## src/rtl/fft_pkg.sv

```systemverilog
// fft_pkg: shared sizes and phase type for the 32-point MDC FFT front end.
package fft_pkg;
  localparam int FFT_N    = 32;
  localparam int FFT_HALF = 16;
  localparam int CNT_W    = 5;
  localparam int IDX_W    = 4;
  localparam int SAMPLE_W = 9;
  typedef enum logic {PH_FILL, PH_PAIR} phase_e;
endpackage

```

## src/rtl/fft_half_buffer.sv

```systemverilog
// fft_half_buffer: 16-entry sample store, synchronous write, asynchronous read.
module fft_half_buffer
  import fft_pkg::*;
#(
  parameter int DW = 2 * SAMPLE_W
) (
  input  logic             clk,
  input  logic             wr_en,
  input  logic [IDX_W-1:0] wr_addr,
  input  logic [DW-1:0]    wr_data,
  input  logic [IDX_W-1:0] rd_addr,
  output logic [DW-1:0]    rd_data
);
  logic [DW-1:0] mem_q [FFT_HALF];
  always_ff @(posedge clk)
    if (wr_en) mem_q[wr_addr] <= wr_data;
  assign rd_data = mem_q[rd_addr];
endmodule

```

## src/rtl/fft_input_stage.sv

```systemverilog
// fft_input_stage: buffers the first half-frame and emits (x[k], x[k+16]) pairs.
module fft_input_stage
  import fft_pkg::*;
#(
  parameter int WIDTH = SAMPLE_W
) (
  input  logic             clk,
  input  logic             rst_n,
  input  logic             in_valid,
  input  logic             in_first,
  input  logic [WIDTH-1:0] in_re,
  input  logic [WIDTH-1:0] in_im,
  output logic             out_valid,
  output logic [WIDTH-1:0] out_up_re,
  output logic [WIDTH-1:0] out_up_im,
  output logic [WIDTH-1:0] out_lo_re,
  output logic [WIDTH-1:0] out_lo_im,
  output logic [IDX_W-1:0] out_index,
  output logic             out_last
);
  logic [CNT_W-1:0]   cnt_q, cnt_d;
  logic [IDX_W-1:0]   wr_addr, idx_q;
  logic [2*WIDTH-1:0] rd_data, up_q, lo_q;
  logic               wr_en, pair, valid_q, last_q;
  phase_e             phase;
  always_comb begin
    phase   = cnt_q[CNT_W-1] ? PH_PAIR : PH_FILL;
    pair    = in_valid && !in_first && phase == PH_PAIR;
    wr_en   = in_valid && (in_first || phase == PH_FILL);
    wr_addr = in_first ? '0 : cnt_q[IDX_W-1:0];
    // in_first restarts the frame with this sample already stored at index 0
    cnt_d   = !in_valid ? cnt_q : in_first ? CNT_W'(1) : cnt_q + 1'b1;
  end
  fft_half_buffer #(.DW(2 * WIDTH)) u_buf (
    .clk     (clk),
    .wr_en   (wr_en),
    .wr_addr (wr_addr),
    .wr_data ({in_re, in_im}),
    .rd_addr (cnt_q[IDX_W-1:0]),
    .rd_data (rd_data)
  );
  always_ff @(posedge clk or negedge rst_n)
    if (!rst_n) begin
      cnt_q   <= '0;
      valid_q <= 1'b0;
      last_q  <= 1'b0;
      idx_q   <= '0;
      up_q    <= '0;
      lo_q    <= '0;
    end else begin
      cnt_q   <= cnt_d;
      valid_q <= pair;
      last_q  <= pair && cnt_q == CNT_W'(FFT_N - 1);
      if (pair) begin
        idx_q <= cnt_q[IDX_W-1:0];
        up_q  <= rd_data;
        lo_q  <= {in_re, in_im};
      end
    end
  assign out_valid = valid_q;
  assign out_last  = last_q;
  assign out_index = idx_q;
  assign {out_up_re, out_up_im} = up_q;
  assign {out_lo_re, out_lo_im} = lo_q;
endmodule

```

## config.mk

```make
export PLATFORM = sky130hd
export DESIGN_NAME = fft_input_stage
export DESIGN_NICKNAME = d
export VERILOG_FILES = /design/src/rtl/fft_pkg.sv /design/src/rtl/fft_half_buffer.sv /design/src/rtl/fft_input_stage.sv
export SDC_FILE = /design/constraint.sdc
export NUM_CORES = 1
export LEC_CHECK = 0
export ABC_AREA = 1
export CORE_MARGIN = 1.5
export CORE_UTILIZATION = 55
export CTS_CLUSTER_DIAMETER = 200
export DETAILED_ROUTE_END_ITERATION = 10
export PLACE_DENSITY = 0.74
export SYNTH_ARGS = -nofsm -noshare
export SYNTH_HDL_FRONTEND = slang
export SYNTH_SLANG_ARGS = --single-unit
```

## constraint.sdc

```tcl
create_clock -name clk -period 4 [get_ports clk]
set_input_delay 0.4 -clock clk [delete_from_list [all_inputs] [get_ports clk]]
set_output_delay 0.4 -clock clk [all_outputs]
set_load 0.005 [all_outputs]
```

## Word level (Yosys, flattened, before mapping)

Memories as Yosys holds them, arrays and structs flattened. A register that Yosys moved wholly into a read port is not among the register bits.
Cells that the tools add are included.

- Memories: 1
- RAM bits: 288
- Output and inout bits: 42
- Register bits: 29
- Input port bits: 22
- Logic and storage cells: 21

- Reductions and logical operators: 7
- Bitwise operators: 1
- Mux-type cells: 5
- Equality and inequality tests: 1
- $add $sub $neg: 1

Memory list:

| name | depth | bits a word | rd ports | clocked after memory_dff | write ports | RTL line | source |
|---|---|---|---|---|---|---|---|
| u_buf.mem_q | 16 | 18 | 1 | 1 | 1 | fft_half_buffer.sv:14 | `logic [DW-1:0] mem_q [FFT_HALF];` |

Operators with widths:

| kind | number |
|---|---|
| $add A5 B1 Y5 const B | 1 |
| $eq A5 B5 Y1 const B | 1 |
| $mux W5 | 1 |
| $logic_and A1 B1 Y1 | 4 |
| $mux W4 | 1 |
| $mux W1 | 3 |
| $logic_not A1 Y1 | 2 |
| $logic_or A1 B1 Y1 | 1 |
| $not A1 Y1 | 1 |

## Depth between registers and ports, before layout

Gate-level depths: netlist of the first run.

- Depth in word-level cells: 6
- Mapped depth: 10
- Depth with buffers taken out: 7

## By module

From an unflattened synthesis of the first run, not the netlist that was laid out.

- Cells, all modules: 1,393
- Area total of the unflattened synthesis: 14,264.9 sq um

Modules (own cells, without submodules):

| module | times used | area each (sq um) | seq. area each (sq um) | cells each |
|---|---|---|---|---|
| fft_half_buffer | 1 | 12,401.9 | 8,648.3 | 1,185 |
| fft_input_stage | 1 | 1,863.0 | 1,176.1 | 208 |

## Worst setup path after synthesis of the first run

No wires, ideal clock.

- Kind: flip-flop to flip-flop
- From: reg cnt_q[0]
- To: mem u_buf.mem_q[11][0] (netlist name) (enable)
- Setup time: 0.439 ns
- Cell stages (with the launch flop): 6
- Arrival time: 2.700 ns
- Clock period less this slack: 3.139 ns
- Path slack: 0.861 ns
- Buffers on the path: 3
- Data required time: 3.561 ns
- Cell sequence: dfrtp_1 -> buf_4 -> buf_6 -> buf_4 -> nand2_1 -> nor4_1

- Word-level cells in the longest chain between the ends: 1

Ends and longest elaborated chain:

| what | RTL line | source |
|---|---|---|
| from (decl) | fft_input_stage.sv:21 | `logic [CNT_W-1:0] cnt_q, cnt_d;` |
| from (signal assigned) | fft_input_stage.sv:51 | `cnt_q <= cnt_d;` |
| $mux W4 | fft_input_stage.sv:30 | `wr_addr = in_first ? '0 : cnt_q[IDX_W-1:0];` |
| to (decl) | fft_half_buffer.sv:14 |  |

Every way passes these cells.

## Worst setup path after layout of the first run

- From: reg cnt_q[2]
- To: mem u_buf.mem_q[14][7] (netlist name) (enable)

Same word-level chain as after synthesis.

==> out/metrics.json, run 1 <==
{
  "status": {
    "outcome": "complete, no violations"
  },
  "route": {
    "avgViaCountPerCell": 5.50,
    "drcViolationCount": 0,
    "detailedRoute.firstIterationViolations": 1084,
    "final_ant_viol_nets": 0,
    "pre_repair_dr_iteration_count": 5,
    "dr_total_vias": 9570,
    "totalWireLength_um": 35200,
    "wl_per_cell_um": 20.2
  },
  "placed_design": {
    "gp_congestion": 0.872,
    "buffer_ports.inserted": 63,
    "place.detailed.instances": 1677,
    "detailedPlacementHpwl_um": 21200,
    "place_ws_ns": 1.02,
    "detailed_place.area_mm2": 0.0150
  },
  "sta": {
    "timing.final.setup_violations": 0,
    "grt_setup_unrepaired": "no",
    "timing.hold.ws_ns": 0.476,
    "layout_skew_ns": 0.0169,
    "max_clock_freq_mhz": 341,
    "final.min_clock_period_ns": 2.93,
    "hold_violations": 0,
    "slew_headroom_pct": 28.1,
    "total_negative_slack_for_setup_checks_ns": 0,
    "final_max_slew_viol_count": 0,
    "worstMarginPinSlew_ns": 1.08,
    "post-route-worst-setup-slack_ns": 1.07,
    "fin_crit_sh_pct": 73.2
  },
  "synthesis": {
    "synthSimpleGateAreaFrac_pct": 20.2,
    "asyncSetResetFlopFracSynth_pct": 14.0,
    "yosysSeqAreaShare_pct": 69.4,
    "synth_nets": 1361,
    "synthesized_netlist_cell_count": 1337,
    "netlist_area_mm2": 0.0141,
    "yosysTopAreaCellShare_pct": 61.1,
    "synth.area.mux_share_pct": 0,
    "synth_xor_area_share_pct": 0,
    "synth_flop_cell": "edfxtp_1",
    "synth_compound_area_share_pct": 1.63,
    "synth-adder-area-share_pct": 0.177,
    "synth_cell_types": 25,
    "ys_top_cells_by_area": "edfxtp_1, nand2_1, dfrtp_1, nand3_1, inv_1",
    "ys_seq_elements": 335,
    "synth_top_area_cell": "edfxtp_1",
    "yosysMostFrequentCell": "nand2_1",
    "synth-warning-count": 0,
    "post_synth.cell_area_avg_um2": 10.6,
    "synth_top_family_by_area": "simple AND/OR/NAND/NOR gates",
    "synth_edf_count": 288,
    "yosys-top-cells-count": "nand2_1, edfxtp_1, inv_1"
  },
  "cts": {
    "cts_max_level": 2,
    "cts-resized-gates": 0,
    "tritoncts_clock_tree": "yes",
    "insertion_delay_of_the_later_clocked_pin_in_the_worst_skew_pair_ns": 0.52,
    "number_of_buffers_inserted_during_clock_tree_synthesis": 34,
    "cts_root_buffer": "clkbuf_16",
    "path_clk_slew_ns": 0.06,
    "tritoncts_num_sinks": 335,
    "clockBufferDepth": 3
  },
  "worst_setup_path": {
    "timing_worst_setup_path_type": "reg2reg",
    "cp-end-kind": "flop",
    "timing.critical_path.arrival_ns": 3.07,
    "crit_path_max_fanout": 23,
    "timing.critical_path.required_ns": 4.14,
    "critical_path.startpoint_type": "flop"
  },
  "cells_and_area": {
    "area_growth_syn_to_layout_pct": 14.1,
    "design.final.nets": 1408,
    "diodes": 0,
    "final_layout_size_suffix_gt1_share_pct": 7.73,
    "finalInstanceArea_mm2": 0.0161,
    "fin_cells": 1740,
    "finalCoreUtilization_pct": 64.1,
    "fill_cells": 1858
  },
  "die": {
    "design.portCount": 64,
    "core_area_mm2": 0.0252,
    "die_width_um": 163,
    "initial_core_util_pct": 56.2,
    "die_area_mm2": 0.0267,
    "core.rowCount": 58,
    "dieHeight_um": 163
  },
  "power": {
    "vdd_ir_drop_max_uv": 336,
    "fin_total_pwr_mw": 8.41,
    "leakagePower_nw": 6.73,
    "power.density_cell_area_mw_per_mm2": 521
  },
  "grt": {
    "initial_antenna_violation_count": 0,
    "grt_max_degree": 75,
    "grt_util_all_layers_pct": 27.3,
    "overflow": 0,
    "number_of_global_route_vias_before_repair": 9034,
    "first_pass_grt_wire_length_um": 52900
  },
  "hold_path": {
    "hold_path_class": "reg2reg"
  },
  "job": {
    "drv_cap": 0
  }
}
-- kinds of logic (layout without fill, tap and decap cells) --
group / after synthesis / after routing
AOI/OAI and AO/OA: 46 / 46
adders and majority gates: 2 / 2
buffers and inverters: 278 / 351
DFF: 335 / 335
and+or+nand+nor: 676 / 676
-- repair_timing --
item,4_1_cts,5_1_grt
hold endpoints to repair,32,0
buffers inserted,0,0
setup endpoints to repair,0,0
hold buffers,1,0
-- worst paths after layout --
kind                       slack, ns                           end                 start  depth (start not counted)
setup / recovery                1.07  u_buf.mem_q[14][7]$_DFFE_PP_  cnt_q[2]$_DFFE_PN0P_                          4
hold / removal                  0.48           lo_q[6]$_DFFE_PN0P_   lo_q[6]$_DFFE_PN0P_                          2
setup reg to reg                1.07  u_buf.mem_q[14][7]$_DFFE_PP_  cnt_q[2]$_DFFE_PN0P_                          4
hold reg to reg                 0.48           lo_q[6]$_DFFE_PN0P_   lo_q[6]$_DFFE_PN0P_                          2
max in group asynchronous       2.73          cnt_q[0]$_DFFE_PN0P_                 rst_n                          3
min in group asynchronous       0.50           lo_q[6]$_DFFE_PN0P_                 rst_n                          2
-- metal layers --
| metal | up-vias | global-route usage (%) | wire [um] |
|---|---|---|---|
| met5 | - | 0 | 0 |
| met1 | 4588 | 37.3 | 13900 |
| met2 | 465 | 42.9 | 16900 |
| met3 | 85 | 4.14 | 2740 |
| met4 | 0 | 13.4 | 1660 |
| li1 | 4432 | - | - |
-- area by class of cell --
class	count	area (um^2)	area share (%)
inverter	212	798	4.94
multi-input combinational	724	3170	19.6
sequential	335	9830	60.9
clock buffer	37	862	5.34
timing repair buffer	77	758	4.70
tap	330	413	2.56
clock inverter	25	322	1.99
-- flip-flops by register name (all words and copies together) (netlist names) --
name and flops:
u_buf.mem_q 288, lo_q 18, up_q 18, cnt_q 5, out_index 4, out_last 1
out_valid 1
-- critical path, cell delays in order (launching register included) --
cell and delay (ns):
dfrtp_1 0.87, nand2_1 0.19, clkinv_1 0.39, nand2_1 0.27, nor2_2 0.82
-- cell usage in the layout, fill, tap and decap left out, types with 8 or more instances in the layout --
| cell type | count |
|---|---|
| a21oi_1 | 38 |
| buf_4 | 11 |
| clkbuf_16 | 34 |
| clkdlybuf4s50_1 | 62 |
| clkinv_2 | 8 |
| dfrtp_1 | 45 |
| edfxtp_1 | 288 |
| inv_1 | 207 |
| nand2_1 | 406 |
| nand3_1 | 206 |
| nor2_1 | 23 |
| nor2_2 | 14 |
| or2_2 | 16 |
-- report_power, final --
| group | internal, mW | leakage, nW | switching, mW |
|---|---|---|---|
| sequential | 3.94 | 3.19 | 0.0925 |
| clock | 2.03 | 0.575 | 1.31 |
| combinational | 0.376 | 2.96 | 0.658 |
Note: power is estimated with default switching activity, not from simulation.
==> run 2: changes to the inputs <==
==> constraint.sdc (replaced) <==
create_clock -name clk -period 2.84 [get_ports clk]
set_input_delay 0.284 -clock clk [delete_from_list [all_inputs] [get_ports clk]]
set_output_delay 0.284 -clock clk [all_outputs]
set_load 0.005 [all_outputs]
==> out/metrics.json, run 2 (same netlist as run 1, synthesis figures left out) <==
{
  "cts": {
    "tritoncts_clock_tree": "yes",
    "path_clk_slew": {"value": 0.06, "unit": "ns", "change": "about the same"},
    "clockBufferDepth": {"value": 3, "change": "unchanged"},
    "insertion_delay_of_the_later_clocked_pin_in_the_worst_skew_pair": {"value": 0.51, "unit": "ns", "change": "about the same"},
    "cts_max_level": {"value": 2, "change": "unchanged"},
    "cts-resized-gates": {"value": 0, "change": "unchanged"},
    "tritoncts_num_sinks": {"value": 335, "change": "unchanged"},
    "number_of_buffers_inserted_during_clock_tree_synthesis": {"value": 34, "change": "unchanged"},
    "post_cts_buffers": {"value": 0, "change": "unchanged"},
    "cts_root_buffer": "clkbuf_16"
  },
  "worst_setup_path": {
    "crit_slowest_cell": "dfrtp_4",
    "timing.critical_path.required": {"value": 3.01, "unit": "ns", "change": "-1.13 ns"},
    "timing_worst_setup_path_type": "reg2reg",
    "regToRegSetupSlack": {"value": 0.68, "unit": "ns", "change": "-0.39 ns"},
    "cp-end-kind": "flop",
    "worst_r2r_endpoint": "u_buf.mem_q[9][13]$_DFFE_PP_",
    "crit_chain": "buf_4, nand4_1, nor2_2, buf_4",
    "critical_path.startpoint_type": "flop",
    "worst_r2r_startpoint": "cnt_q[0]$_DFFE_PN0P_",
    "path_common_cell": "buf_4",
    "timing.critical_path.arrival": {"value": 2.33, "unit": "ns", "change": "-0.74 ns"},
    "crit_path_max_fanout": {"value": 47, "change": "+100%"},
    "critical_path.endpoint": "u_buf.mem_q[9][13]$_DFFE_PP_",
    "slowest_delay": {"value": 0.47, "unit": "ns", "change": "-0.40 ns"},
    "worst-r2r-cell-count": {"value": 4, "change": "unchanged"},
    "setup.worst_path.start": "cnt_q[0]$_DFFE_PN0P_"
  },
  "sta": {
    "fin_crit_sh": {"value": 76.0, "unit": "%", "change": "+2.8 points"},
    "max_clock_freq": {"value": 463, "unit": "MHz", "change": "+36%"},
    "final.min_clock_period": {"value": 2.16, "unit": "ns", "change": "-0.771 ns"},
    "worstMarginPinSlew": {"value": 0.927, "unit": "ns", "change": "-0.148 ns"},
    "hold_violations": {"value": 0, "change": "unchanged"},
    "post-route-worst-setup-slack": {"value": 0.681, "unit": "ns", "change": "-0.389 ns"},
    "timing.final.setup_violations": {"value": 0, "change": "unchanged"},
    "layout_skew": {"value": 0.0141, "unit": "ns", "change": "-0.00282 ns"},
    "final_max_slew_viol_count": {"value": 0, "change": "unchanged"},
    "total_negative_slack_for_setup_checks": {"value": 0, "unit": "ns", "change": "unchanged"},
    "grt_setup_unrepaired": "no",
    "slew_headroom": {"value": 38.0, "unit": "%", "change": "+9.9 points"}
  },
  "power": {
    "leakagePower": {"value": 6.83, "unit": "nW", "change": "+1.5%"},
    "power.density_cell_area": {"value": 697, "unit": "mW/mm^2", "change": "+34%"},
    "vdd_ir_drop_max": {"value": 663, "unit": "uV", "change": "+97%"}
  },
  "route": {
    "wl_per_cell": {"value": 19.5, "unit": "um", "change": "-3.6%"},
    "detailedRoute.firstIterationViolations": {"value": 948, "change": "-13%"},
    "pre_repair_dr_iteration_count": {"value": 5, "change": "unchanged"},
    "totalWireLength": {"value": 34500, "unit": "um", "change": "-2.0%"},
    "dr_total_vias": {"value": 9669, "change": "+1.0%"},
    "final_ant_viol_nets": {"value": 0, "change": "unchanged"},
    "avgViaCountPerCell": {"value": 5.46, "change": "-0.68%"},
    "drcViolationCount": {"value": 0, "change": "unchanged"}
  },
  "die": {
    "design.portCount": {"value": 64, "change": "unchanged"},
    "initial_core_util": {"value": 56.2, "unit": "%", "change": "unchanged"},
    "die_width": {"value": 163, "unit": "um", "change": "unchanged"},
    "die_area": {"value": 0.0267, "unit": "mm^2", "change": "unchanged"},
    "core.rowCount": {"value": 58, "change": "unchanged"},
    "dieHeight": {"value": 163, "unit": "um", "change": "unchanged"},
    "core_area": {"value": 0.0252, "unit": "mm^2", "change": "unchanged"}
  },
  "cells_and_area": {
    "design.final.nets": {"value": 1439, "change": "+2.2%"},
    "largest_reg_flops": {"value": 288, "change": "unchanged"},
    "largest_registers": "u_buf.mem_q (288), lo_q (18), up_q (18)",
    "layout.cells.most_common": "nand2_1",
    "final_layout_size_suffix_gt1_share": {"value": 8.89, "unit": "%", "change": "+1.2 points"},
    "finalInstanceArea": {"value": 0.0162, "unit": "mm^2", "change": "+0.61%"},
    "layout_common_cells": "nand2_1, edfxtp_1, inv_1",
    "ff_latch_area": {"value": 0.00983, "unit": "mm^2", "change": "unchanged"},
    "fill_cells": {"value": 1837, "change": "-1.1%"},
    "multi_input_comb_area": {"value": 0.00318, "unit": "mm^2", "change": "+0.55%"},
    "diodes": {"value": 0, "change": "unchanged"},
    "regMostFlops": "u_buf.mem_q",
    "area_growth_syn_to_layout_pct": 14.8
  },
  "placed_design": {
    "place_ws": {"value": 0.267, "unit": "ns", "change": "-0.753 ns"},
    "detailedPlacementHpwl": {"value": 21000, "unit": "um", "change": "-1.0%"},
    "gp_congestion": {"value": 0.851, "change": "-2.4%"},
    "detailed_place.area": {"value": 0.0152, "unit": "mm^2", "change": "+1.7%"},
    "buffer_ports.inserted": {"value": 63, "change": "unchanged"}
  },
  "job": {
    "drv_cap": {"value": 0, "change": "unchanged"}
  },
  "grt": {
    "initial_antenna_violation_count": {"value": 0, "change": "unchanged"},
    "number_of_global_route_vias_before_repair": {"value": 9516, "change": "+5.3%"},
    "overflow": {"value": 0, "change": "unchanged"},
    "grt_util_all_layers": {"value": 26.9, "unit": "%", "change": "-0.34 points"},
    "grt_max_degree": {"value": 75, "change": "unchanged"},
    "first_pass_grt_wire_length": {"value": 53200, "unit": "um", "change": "+0.56%"}
  },
  "hold_path": {
    "hold_path_class": "in2async"
  },
  "status": {
    "outcome": "complete, no violations"
  }
}
==> run 2: changes by cell type in the layout (fill, tap and decap cells not counted), sizes merged <==
cell	change
inv	-1
clkbuf	+13
clkinvlp	-2
clkinv	-4
buf	+31
bufinv	-7
==> run 2: through the flow <==
step | power, mW | util, % | hold slack (ns) | cells
after floorplan | 6.54 | - | -0.0116 | 1337
after global placement | 7.21 | 60.4 | 0.364 | 1708
after detailed placement | 7.25 | 60.4 | 0.363 | 1708
after CTS | 11.4 | 64.5 | 0.374 | 1770
after global routing | 11.7 | 64.5 | 0.432 | 1770
final | 11.3 | 64.5 | 0.381 | 1770
==> run 2: worst min-delay path by stage <==
stage          slack, ns   from                   end
2_1_floorplan      -0.01  rst_n  cnt_q[0]$_DFFE_PN0P_
6_report            0.38  rst_n   lo_q[0]$_DFFE_PN0P_
4_1_cts             0.37  rst_n   lo_q[4]$_DFFE_PN0P_
3_5_place_dp        0.36  rst_n   lo_q[4]$_DFFE_PN0P_
3_3_place_gp        0.36  rst_n   lo_q[4]$_DFFE_PN0P_
5_1_grt             0.43  rst_n  cnt_q[4]$_DFFE_PN0P_
==> run 2: power breakdown <==
| part | total, mW | leakage, nW | internal, mW | switching [mW] |
|---|---|---|---|---|
| clock | 4.16 | 0.501 | 2.39 | 1.77 |
| sequential | 5.65 | 3.19 | 5.55 | 0.0988 |
| combinational | 1.52 | 3.14 | 0.553 | 0.966 |
==> run 2: final cells by class <==
type	count	area share [%]
flip-flops and latches	335	60.5
clock buffers	50	6.00
multi-input cells	724	19.6
well taps	330	2.54
clock inverters	11	0.354
repair buffers	108	6.10
inverters	212	4.91
==> run 2: per-layer routing <==
layer,up-vias,wire (um),track usage [%]
met4,0,1300,11.6
met2,481,16900,44.5
met5,-,0,0
met1,4617,13500,35.5
met3,84,2770,4.34
li1,4487,-,-
==> run 2: timing repair <==
action,4_1_cts,5_1_grt
hold buffers,1,0
endpoints found under the hold margin,29,0
setup endpoints to repair,0,0
==> run 2: critical path, delay by kind of cell, from the launching register on <==
family,cells,cell delay [ns]
AND/OR/NAND/NOR,2,0.55
flip-flops,1,0.47
buffers and inverters,2,0.79
==> run 3: changes to the inputs <==
==> constraint.sdc (replaced) <==
create_clock -name clk -period 2.2 [get_ports clk]
set_input_delay 0.22 -clock clk [delete_from_list [all_inputs] [get_ports clk]]
set_output_delay 0.22 -clock clk [all_outputs]
set_load 0.005 [all_outputs]
==> out/metrics.json, run 3 (same netlist as run 1, synthesis figures left out) <==
{
  "die": {
    "core.rowCount": {"value": 58, "change": "unchanged"},
    "initial_core_util": {"value": 56.2, "unit": "%", "change": "unchanged"},
    "design.portCount": {"value": 64, "change": "unchanged"},
    "die_area": {"value": 0.0267, "unit": "mm^2", "change": "unchanged"},
    "core_area": {"value": 0.0252, "unit": "mm^2", "change": "unchanged"},
    "dieHeight": {"value": 163, "unit": "um", "change": "unchanged"},
    "die_width": {"value": 163, "unit": "um", "change": "unchanged"}
  },
  "route": {
    "detailedRoute.firstIterationViolations": {"value": 898, "change": "-5.3%"},
    "avgViaCountPerCell": {"value": 5.42, "change": "-0.70%"},
    "dr_total_vias": {"value": 9715, "change": "+0.48%"},
    "drcViolationCount": {"value": 0, "change": "unchanged"},
    "totalWireLength": {"value": 34700, "unit": "um", "change": "+0.61%"},
    "final_ant_viol_nets": {"value": 0, "change": "unchanged"},
    "pre_repair_dr_iteration_count": {"value": 7, "change": "+2"},
    "wl_per_cell": {"value": 19.4, "unit": "um", "change": "-0.57%"}
  },
  "cts": {
    "number_of_buffers_inserted_during_clock_tree_synthesis": {"value": 35, "change": "+2.9%"},
    "hold_buffers": {"value": 1, "change": "unchanged"},
    "tritoncts_num_sinks": {"value": 335, "change": "unchanged"},
    "tritoncts_clock_tree": "yes",
    "insertion_delay_of_the_later_clocked_pin_in_the_worst_skew_pair": {"value": 0.50, "unit": "ns", "change": "about the same"},
    "cts-resized-gates": {"value": 0, "change": "unchanged"},
    "cts_max_level": {"value": 2, "change": "unchanged"},
    "post_cts_buffers": {"value": 0, "change": "unchanged"},
    "path_clk_slew": {"value": 0.06, "unit": "ns", "change": "about the same"},
    "cts_root_buffer": "clkbuf_16",
    "clockBufferDepth": {"value": 3, "change": "unchanged"}
  },
  "cells_and_area": {
    "design.final.nets": {"value": 1459, "change": "+1.4%"},
    "regMostFlops": "u_buf.mem_q",
    "largest_registers": "u_buf.mem_q (288), lo_q (18), up_q (18)",
    "diodes": {"value": 0, "change": "unchanged"},
    "area_growth_syn_to_layout_pct": 17.6,
    "final_layout_size_suffix_gt1_share": {"value": 10.5, "unit": "%", "change": "+1.7 points"},
    "fill_cells": {"value": 1855, "change": "+0.98%"},
    "layout_common_cells": "nand2_1, edfxtp_1, inv_1",
    "layout.cells.most_common": "nand2_1",
    "largest_reg_flops": {"value": 288, "change": "unchanged"},
    "finalCoreUtilization": {"value": 66.0, "unit": "%", "change": "+1.5 points"}
  },
  "grt": {
    "overflow": {"value": 0, "change": "unchanged"},
    "grt_util_all_layers": {"value": 26.9, "unit": "%", "change": "+0.031 points"},
    "initial_antenna_violation_count": {"value": 0, "change": "unchanged"},
    "number_of_global_route_vias_before_repair": {"value": 9353, "change": "-1.7%"},
    "first_pass_grt_wire_length": {"value": 53300, "unit": "um", "change": "+0.26%"},
    "grt_max_degree": {"value": 75, "change": "unchanged"}
  },
  "sta": {
    "worstMarginPinSlew": {"value": 0.718, "unit": "ns", "change": "-0.209 ns"},
    "final.min_clock_period": {"value": 1.93, "unit": "ns", "change": "-0.229 ns"},
    "hold_violations": {"value": 0, "change": "unchanged"},
    "timing.hold.ws": {"value": 0.309, "unit": "ns", "change": "-0.0716 ns"},
    "slew_headroom": {"value": 52.2, "unit": "%", "change": "+14 points"},
    "timing.final.setup_violations": {"value": 0, "change": "unchanged"},
    "grt_setup_unrepaired": "no",
    "max_clock_freq": {"value": 518, "unit": "MHz", "change": "+12%"},
    "layout_skew": {"value": 0.00776, "unit": "ns", "change": "-0.00632 ns"},
    "final_max_slew_viol_count": {"value": 0, "change": "unchanged"},
    "fin_crit_sh": {"value": 87.7, "unit": "%", "change": "+12 points"}
  },
  "power": {
    "leakagePower": {"value": 7.02, "unit": "nW", "change": "+2.7%"},
    "vdd_ir_drop_max": {"value": 679, "unit": "uV", "change": "+2.5%"},
    "fin_total_pwr": {"value": 15.1, "unit": "mW", "change": "+33%"},
    "power.density_cell_area": {"value": 908, "unit": "mW/mm^2", "change": "+30%"}
  },
  "worst_setup_path": {
    "critical_path.startpoint_type": "flop",
    "cp-end-kind": "flop",
    "timing.critical_path.arrival": {"value": 2.36, "unit": "ns", "change": "+0.03 ns"},
    "crit_path_max_fanout": {"value": 67, "change": "+43%"},
    "timing.critical_path.required": {"value": 2.63, "unit": "ns", "change": "-0.38 ns"},
    "timing_worst_setup_path_type": "reg2reg",
    "worst-r2r-cell-count": {"value": 8, "change": "+4"}
  },
  "placed_design": {
    "gp_congestion": {"value": 0.850, "change": "-0.11%"},
    "buffer_ports.inserted": {"value": 63, "change": "unchanged"},
    "detailedPlacementHpwl": {"value": 21400, "unit": "um", "change": "+1.7%"}
  },
  "status": {
    "outcome": "complete, no violations"
  },
  "job": {
    "drv_cap": {"value": 0, "change": "unchanged"}
  },
  "hold_path": {
    "hold_path_class": "in2async"
  }
}
run 3: path summary, 6_finish.rpt:
check,start,to,slack [ns]
hold / removal,rst_n,lo_q[10]$_DFFE_PN0P_,0.31
setup reg to reg,cnt_q[0]$_DFFE_PN0P_,up_q[16]$_DFFE_PN0P_,0.27
setup / recovery,cnt_q[0]$_DFFE_PN0P_,up_q[16]$_DFFE_PN0P_,0.27
max in group asynchronous,rst_n,up_q[3]$_DFFE_PN0P_,1.19
min in group clk,lo_q[9]$_DFFE_PN0P_,lo_q[9]$_DFFE_PN0P_,0.47
hold reg to reg,lo_q[9]$_DFFE_PN0P_,lo_q[9]$_DFFE_PN0P_,0.47
run 3: per-layer routing:
| layer | vias to the layer above | global-route usage [%] | part of all wire [%] |
|---|---|---|---|
| li1 | 4533 | - | - |
| met5 | - | 0 | 0 |
| met3 | 56 | 4.19 | 7.1 |
| met1 | 4677 | 36.4 | 40 |
| met4 | 0 | 8.97 | 2.7 |
| met2 | 449 | 44.8 | 50 |
run 3: critical path, stage by stage, from the launching register on:
cell and delay, ns:
dfrtp_4 0.64, inv_4 0.15, buf_12 0.29, nand2_1 0.08
nand2_1 0.11, nand2_1 0.06, nand3_1 0.15, nand3_1 0.16
a21oi_1 0.17
run 3: power by group:
part           switching, mW  total [mW]  internal [mW]
sequential             0.153        7.31           7.16
combinational           1.22        1.98          0.764
clock                   2.32        5.80           3.48
total                   3.69        15.1           11.4
run 3: metrics by stage:
stage	cell area, um^2	instances	setup slack (ns)	TNS, ns
finish	16600	1791	0.270	0
global route	16600	1791	0.163	0
CTS	16600	1791	0.283	0
detailed placement	15500	1727	0.0709	0
global placement	15500	1727	0.106	0
floorplan	14200	1337	-0.0924	-12.21
run 3: area by class of cell:
cell class,instances,area (um^2),share of cell area (%)
repair buffers,127,1270,7.64
clock inverters,11,105,0.632
clock buffers,52,1030,6.21
inverters,212,798,4.80
well taps,330,413,2.48
multi-input cells,724,3180,19.1
flip-flops and latches,335,9830,59.1
